## src/rtl/monitor_pkg.sv

```systemverilog
// ---------------------------------------------------------------------------
// monitor_pkg
//   Definitions shared by the monitor command path:
//     - bit positions and widths of the fields in a 40-bit decoded command
//     - the command-execution state encoding
//     - the read data returned when a bus transfer is aborted
//     - build_resp(): packs a read response message
// ---------------------------------------------------------------------------
package monitor_pkg;

  localparam int CMD_W       = 40;

  // Command word layout: {rd_flag, group, addr, data}
  localparam int RD_FLAG_BIT = 39;
  localparam int GROUP_MSB   = 38;
  localparam int GROUP_LSB   = 32;
  localparam int GROUP_W     = GROUP_MSB - GROUP_LSB + 1;
  localparam int ADDR_MSB    = 31;
  localparam int ADDR_LSB    = 16;
  localparam int ADDR_W      = ADDR_MSB - ADDR_LSB + 1;
  localparam int DATA_MSB    = 15;
  localparam int DATA_LSB    = 0;
  localparam int DATA_W      = DATA_MSB - DATA_LSB + 1;

  // Read data reported when a read is aborted by the bus timeout
  localparam logic [DATA_W-1:0] ABORT_DATA = 16'hFFFF;

  typedef enum logic [2:0] {
    ST_IDLE  = 3'd0,
    ST_POP   = 3'd1,
    ST_LATCH = 3'd2,
    ST_REQ   = 3'd3,
    ST_RESP  = 3'd4
  } state_t;

  // Response message: the upper 24 bits echo the command, the low 16 carry data
  function automatic logic [CMD_W-1:0] build_resp(
    input logic              rd_flag,
    input logic [GROUP_W-1:0] group,
    input logic [ADDR_W-1:0]  addr,
    input logic [DATA_W-1:0]  data
  );
    return {rd_flag, group, addr, data};
  endfunction

endpackage

```

## src/rtl/monitor_cmd_ctrl.sv

```systemverilog
// ---------------------------------------------------------------------------
// monitor_cmd_ctrl
//   Executes decoded monitor commands one at a time. A command is popped from
//   the command FIFO, latched, and performed as one read or write on the
//   internal register bus. Reads push a 40-bit response into the read message
//   FIFO; writes produce no response.
//
//   Build option:
//     MON_BUS_TIMEOUT_EN  when defined, a 16-bit counter aborts a bus request
//                         that has waited TIMEOUT_CYCLES cycles without ack.
//                         When undefined, REQ waits for bus_ack forever and
//                         timeout is tied low.
//
//   Parameters:
//     TIMEOUT_CYCLES  REQ cycles without bus_ack before abort (2..65535)
//
//   Ports:
//     clk, rst        clock, asynchronous active-high reset
//     cmd             command word, valid the cycle after cmd_read_en
//     cmd_ready       command queued and room in the read message FIFO
//     cmd_read_en     one-cycle pop strobe to the command FIFO
//     read_msg        response message
//     read_msg_ready  one-cycle write strobe to the read message FIFO
//     bus_req         bus request, held until ack or abort
//     bus_write       1 = write, 0 = read
//     bus_group       register group select
//     bus_addr        register address
//     bus_wdata       write data
//     bus_rdata       read data, sampled in the bus_ack cycle
//     bus_ack         transfer completes in this cycle
//     busy            high whenever the controller is not idle
//     timeout         one-cycle pulse after a transfer is aborted
// ---------------------------------------------------------------------------
module monitor_cmd_ctrl
  import monitor_pkg::*;
#(
  parameter int unsigned TIMEOUT_CYCLES = 1024
) (
  input  logic               clk,
  input  logic               rst,
  input  logic [CMD_W-1:0]   cmd,
  input  logic               cmd_ready,
  output logic               cmd_read_en,
  output logic [CMD_W-1:0]   read_msg,
  output logic               read_msg_ready,
  output logic               bus_req,
  output logic               bus_write,
  output logic [GROUP_W-1:0] bus_group,
  output logic [ADDR_W-1:0]  bus_addr,
  output logic [DATA_W-1:0]  bus_wdata,
  input  logic [DATA_W-1:0]  bus_rdata,
  input  logic               bus_ack,
  output logic               busy,
  output logic               timeout
);

  state_t state_reg;
  state_t state_next;

  logic               rd_flag_reg;
  logic               bus_write_reg;
  logic [GROUP_W-1:0] bus_group_reg;
  logic [ADDR_W-1:0]  bus_addr_reg;
  logic [DATA_W-1:0]  bus_wdata_reg;
  logic [CMD_W-1:0]   read_msg_reg;
  logic               busy_reg;

  // High in the REQ cycle in which the wait budget runs out without an ack
  logic               abort_hit;

  // -------------------------------------------------------------------------
  // Optional bus timeout
  // -------------------------------------------------------------------------
`ifdef MON_BUS_TIMEOUT_EN
  localparam logic [15:0] TMO_LAST = 16'(TIMEOUT_CYCLES - 1);

  logic [15:0] tmo_cnt_reg;
  logic        timeout_reg;

  // Held at zero outside REQ, so every REQ visit starts counting from zero
  always_ff @(posedge clk or posedge rst) begin
    if (rst) begin
      tmo_cnt_reg <= '0;
    end else if (state_reg != ST_REQ) begin
      tmo_cnt_reg <= '0;
    end else if (!bus_ack) begin
      tmo_cnt_reg <= tmo_cnt_reg + 16'd1;
    end
  end

  // An ack arriving in the final cycle takes priority over the abort
  assign abort_hit = (state_reg == ST_REQ) && !bus_ack && (tmo_cnt_reg == TMO_LAST);

  always_ff @(posedge clk or posedge rst) begin
    if (rst) begin
      timeout_reg <= 1'b0;
    end else begin
      timeout_reg <= abort_hit;
    end
  end

  assign timeout = timeout_reg;
`else
  assign abort_hit = 1'b0;
  assign timeout   = 1'b0;
`endif

  // -------------------------------------------------------------------------
  // State register
  // -------------------------------------------------------------------------
  always_ff @(posedge clk or posedge rst) begin
    if (rst) begin
      state_reg <= ST_IDLE;
    end else begin
      state_reg <= state_next;
    end
  end

  // -------------------------------------------------------------------------
  // Next-state logic. cmd_ready matters only in IDLE, bus_ack only in REQ.
  // -------------------------------------------------------------------------
  always_comb begin
    state_next = state_reg;
    case (state_reg)
      ST_IDLE: begin
        if (cmd_ready) begin
          state_next = ST_POP;
        end
      end
      ST_POP: begin
        state_next = ST_LATCH;
      end
      ST_LATCH: begin
        state_next = ST_REQ;
      end
      ST_REQ: begin
        if (bus_ack || abort_hit) begin
          state_next = rd_flag_reg ? ST_RESP : ST_IDLE;
        end
      end
      ST_RESP: begin
        state_next = ST_IDLE;
      end
      default: begin
        state_next = ST_IDLE;
      end
    endcase
  end

  // -------------------------------------------------------------------------
  // Registered datapath and Moore outputs
  // -------------------------------------------------------------------------
  always_ff @(posedge clk or posedge rst) begin
    if (rst) begin
      rd_flag_reg   <= 1'b0;
      bus_write_reg <= 1'b0;
      bus_group_reg <= '0;
      bus_addr_reg  <= '0;
      bus_wdata_reg <= '0;
      read_msg_reg  <= '0;
      busy_reg      <= 1'b0;
    end else begin
      // busy tracks the state the FSM is entering, so it lines up with it
      busy_reg <= (state_next != ST_IDLE);

      // The FIFO presents the popped word during LATCH
      if (state_reg == ST_LATCH) begin
        rd_flag_reg   <= cmd[RD_FLAG_BIT];
        bus_write_reg <= ~cmd[RD_FLAG_BIT];
        bus_group_reg <= cmd[GROUP_MSB:GROUP_LSB];
        bus_addr_reg  <= cmd[ADDR_MSB:ADDR_LSB];
        bus_wdata_reg <= cmd[DATA_MSB:DATA_LSB];
      end

      // A read leaving REQ always produces a response, real or abort data
      if ((state_reg == ST_REQ) && rd_flag_reg && (bus_ack || abort_hit)) begin
        read_msg_reg <= build_resp(rd_flag_reg, bus_group_reg, bus_addr_reg,
                                   bus_ack ? bus_rdata : ABORT_DATA);
      end
    end
  end

  // Strobes decoded from the state register alone; reset clears them at once
  assign cmd_read_en    = (state_reg == ST_POP);
  assign read_msg_ready = (state_reg == ST_RESP);
  assign bus_req        = (state_reg == ST_REQ);

  assign bus_write = bus_write_reg;
  assign bus_group = bus_group_reg;
  assign bus_addr  = bus_addr_reg;
  assign bus_wdata = bus_wdata_reg;
  assign read_msg  = read_msg_reg;
  assign busy      = busy_reg;

endmodule

```

## config.mk

```make
export PLATFORM = sky130hd
export DESIGN_NAME = monitor_cmd_ctrl
export DESIGN_NICKNAME = d
export VERILOG_FILES = /design/src/rtl/monitor_pkg.sv /design/src/rtl/monitor_cmd_ctrl.sv
export SDC_FILE = /design/constraint.sdc
export NUM_CORES = 1
export LEC_CHECK = 0
export ABC_AREA = 1
export BUFFER_PORTS_ARGS = -buffer_cell sky130_fd_sc_hd__clkbuf_2
export CORE_MARGIN = 4
export CORE_UTILIZATION = 50
export DETAILED_ROUTE_END_ITERATION = 7
export PLACE_DENSITY = 0.84
export REMOVE_ABC_BUFFERS = 1
export SYNTH_ARGS = -nofsm -noshare
export SYNTH_HDL_FRONTEND = slang
export SYNTH_SLANG_ARGS = --single-unit
```

## constraint.sdc

```tcl
create_clock -name clk -period 5.3 [get_ports clk]
set_clock_uncertainty 0.15 [all_clocks]
set_input_delay 1.06 -clock clk [delete_from_list [all_inputs] [get_ports clk]]
set_output_delay 1.06 -clock clk [all_outputs]
set_load 0.02 [all_outputs]
```

==> metrics.md <==
| Metric | Value |
|---|---|
| Hold path depth | 2 |
| Area post-placement | 3990 sq um |
| Post-route setup TNS | 0 ns |
| Cell Area, Synth | between 3000 and 4000 sq um |
| Vias in the first global route | roughly 2600 |
| Layout Utilization | 0.668 |
| Htree depth | 3 |
| CTS Hold Bufs | 0 |
| CP arrival | approximately 2.6 ns |
| WHS Endpoint | bus_wdata[1] |
| Reg2Reg Capture Point | read_msg[39] |
| Synth area leader | dfrtp_1 |
| Gpl congestion | 0.850 |
| Crit-path max cell delay | 0.57 ns |
| Top cells by count, synth | nand2_1, dfrtp_1, buf_2 |
| Max VDD drop | roughly 0.43 mV |
| Root Buffer Master | clkbuf_8 |
| CTS clk-pin slew, worst paths | roughly 0.080 ns |
| Final min period | 2.51 ns |
| Worst r2r src | state_reg[1] |
| Max_cap viols | 0 |
| Final nets | 570 |
| Ant diodes | 0 |
| Crit-path leading delay family | simple AND/OR/NAND/NOR gates |
| # resized after CTS | 0 |
| Synth Register Bits | 85 |
| Leak | 2.58 nW |
| Clock Latency Late Sink | roughly 0.34 ns |
| Post-synth top area share | 0.646 |
| Via density | approximately 4.7 |
| Yosys warnings | 0 |
| HP Start | bus_wdata[1] |
| HPWL after DPL | 5.43 mm |
| GRT Residual Overflow | 0 |
| Vias | roughly 2800 |
| Routed wire length | 7.81 mm |
| Setup Buffers After CTS | 0 |
| Input/output buffers | 143 |
| Min-Delay Path Class | flip-flop to flip-flop |
| Die Y | 89.1 microns |
| Final instance count without filler cells | a little under 600 |
| CP Class | input pin to flip-flop |
| Worst Setup Start Kind | input pin |
| Status | finished clean |
| Num CTS Buffers | 9 |
| DR WL/cell | ~13 microns |
| Least-Margin Pin Slew | 0.793 ns |
| Global-route wire length before repair | 12.0 mm |
| Worst reg-to-reg path cell count | 5 |
| Post-synth EDFFs | 0 |
| DRT antenna net count | 0 |
| Dpl cells | approximately 580 |
| Most frequent cell after synthesis | nand2_1 |
| Top FF cell, synth | dfrtp_1 |
| Ranking of synthesized cells by area | dfrtp_1, nand2_1, buf_6 |
| Setup violators final | 0 |
| Required @ worst endpoint | 5.38 ns |
| Die X | approximately 89 microns |
| Mean Syn Cell Area | 8.85 sq um |
| Netlist cell types | 18 |
| Worst path bufs/invs | 3 |
| Die Area | 7940 sq um |
| Area growth syn-to-layout | 29.6% |
| Initial Utilization | 0.515 |
| Max clock buf depth | 2 |
| CP max stage cell | nand2_2 |
| Initial DRC Count | around 110 |
| Slew margin rel. | 0.469 |
| # DRC | 0 |
| CTS tree | yes |
| Sequential fraction of the synthesis area | 0.646 |
| Clock sinks | 85 |
| Fmax | 398 MHz |
| Layout cell share with drive strength beyond 1 | 0.328 |
| Max FFs per register | 40 |
| Critical Path Sink Type | flip-flop |
| Post-Syn Instances | approximately 370 |
| Ys async rst share | 1.00 |
| R2R setup slack | 3.10 ns |
| Drt pass-1 iters | 4 |
| Pwr per Cell Area | 724 nW/um^2 |
| Final hold vios | 0 |
| IO Count | 145 |
| Pins over their slew limit | 0 |
| Total track usage | 0.198 |
| Row count | 29 |
| Crit-path max FO | between 40 and 50 |
| Crit-path cells | clkbuf_2 -> inv_1 -> nor2_2 -> nand2_2 -> inv_4 -> or2_2 |
| Largest net degree at the start of global routing | 49 |
| Pwr Total | roughly 3.1 mW |
| Period Utilization, post-route | 0.474 |
| Core ar. | between 6000 and 7000 sq um |
| Unrepaired setup endpoints after global routing | no |
| Initial antenna violation count | 0 |
| Post-Layout Inst Area | 4260 sq um |
-- power by group --
part | switching [mW] | internal (mW) | total, mW
sequential | 0.204 | 0.965 | 1.17
combinational | 0.916 | 0.407 | 1.32
clock | 0.222 | 0.374 | 0.595
total | 1.34 | 1.75 | 3.09
-- per-stage QoR --
| step | hold slack [ns] | setup slack (ns) |
|---|---|---|
| global route | 0.341 | 2.65 |
| CTS | 0.337 | 2.78 |
| global placement | 0.311 | 2.50 |
| finish | 0.334 | 2.79 |
| detailed placement | 0.315 | 2.41 |
| floorplan | 0.336 | 1.90 |
-- layer usage --
| metal | up-vias | wire (microns) | track usage |
|---|---|---|---|
| met5 | - | 0 | 0 |
| met2 | 122 | 3590 | 0.324 |
| met1 | 1262 | 3210 | 0.247 |
| li1 | 1386 | - | - |
| met4 | 0 | 99 | 0.0568 |
| met3 | 9 | 909 | 0.0737 |
-- layout make-up --
type | instances | area [sq um]
clock inverters | 6 | 134
fillers | 531 | 2120
repair buffers | 145 | 731
flip-flops and latches | 85 | 2130
clock buffers | 10 | 138
inverters | 11 | 45.0
well taps | 77 | 96.3
multi-input cells | 258 | 993
-- placed cells by master, fill, tap and decap left out, drive strengths merged --
cell type and count:
clkinv 3, inv 10, o21ai 2, nor2 5, bufinv 4, or2 1
dfrtp 85, buf 2, nand2 243, nand3 5, conb 1, clkbuf 153
nor3 1
-- worst min-delay path, cell delays in order, from the launching register on --
cell	delay (ns)
dfrtp_1	0.35
nand2_1	0.05
nand2_1	0.06
-- how the worst max path moves through the flow --
stage / startpoint / endpoint / slack (ns) / cells past startpoint
detailed placement: bus_ack / read_msg[39] / 2.41 / 6
global placement: bus_ack / read_msg[39] / 2.50 / 6
floorplan: rst / bus_addr[0] / 1.90 / 1
CTS: bus_ack / read_msg[39] / 2.78 / 6
finish: bus_ack / read_msg[39] / 2.79 / 6
global route: bus_ack / read_msg[39] / 2.65 / 6
-- kinds of logic (layout without fill, tap and decap cells) --
kind of cell / after synthesis / in the layout / share of synthesized area
AO/OA/AOI/OAI: 2 / 2 / 0.00304
AND/OR/NAND/NOR: 255 / 255 / 0.298
buffers and inverters: 29 / 172 / 0.0517
other: 1 / 1 / 0.00114
flip-flops: 85 / 85 / 0.646
(Power assumes the default switching activity.)
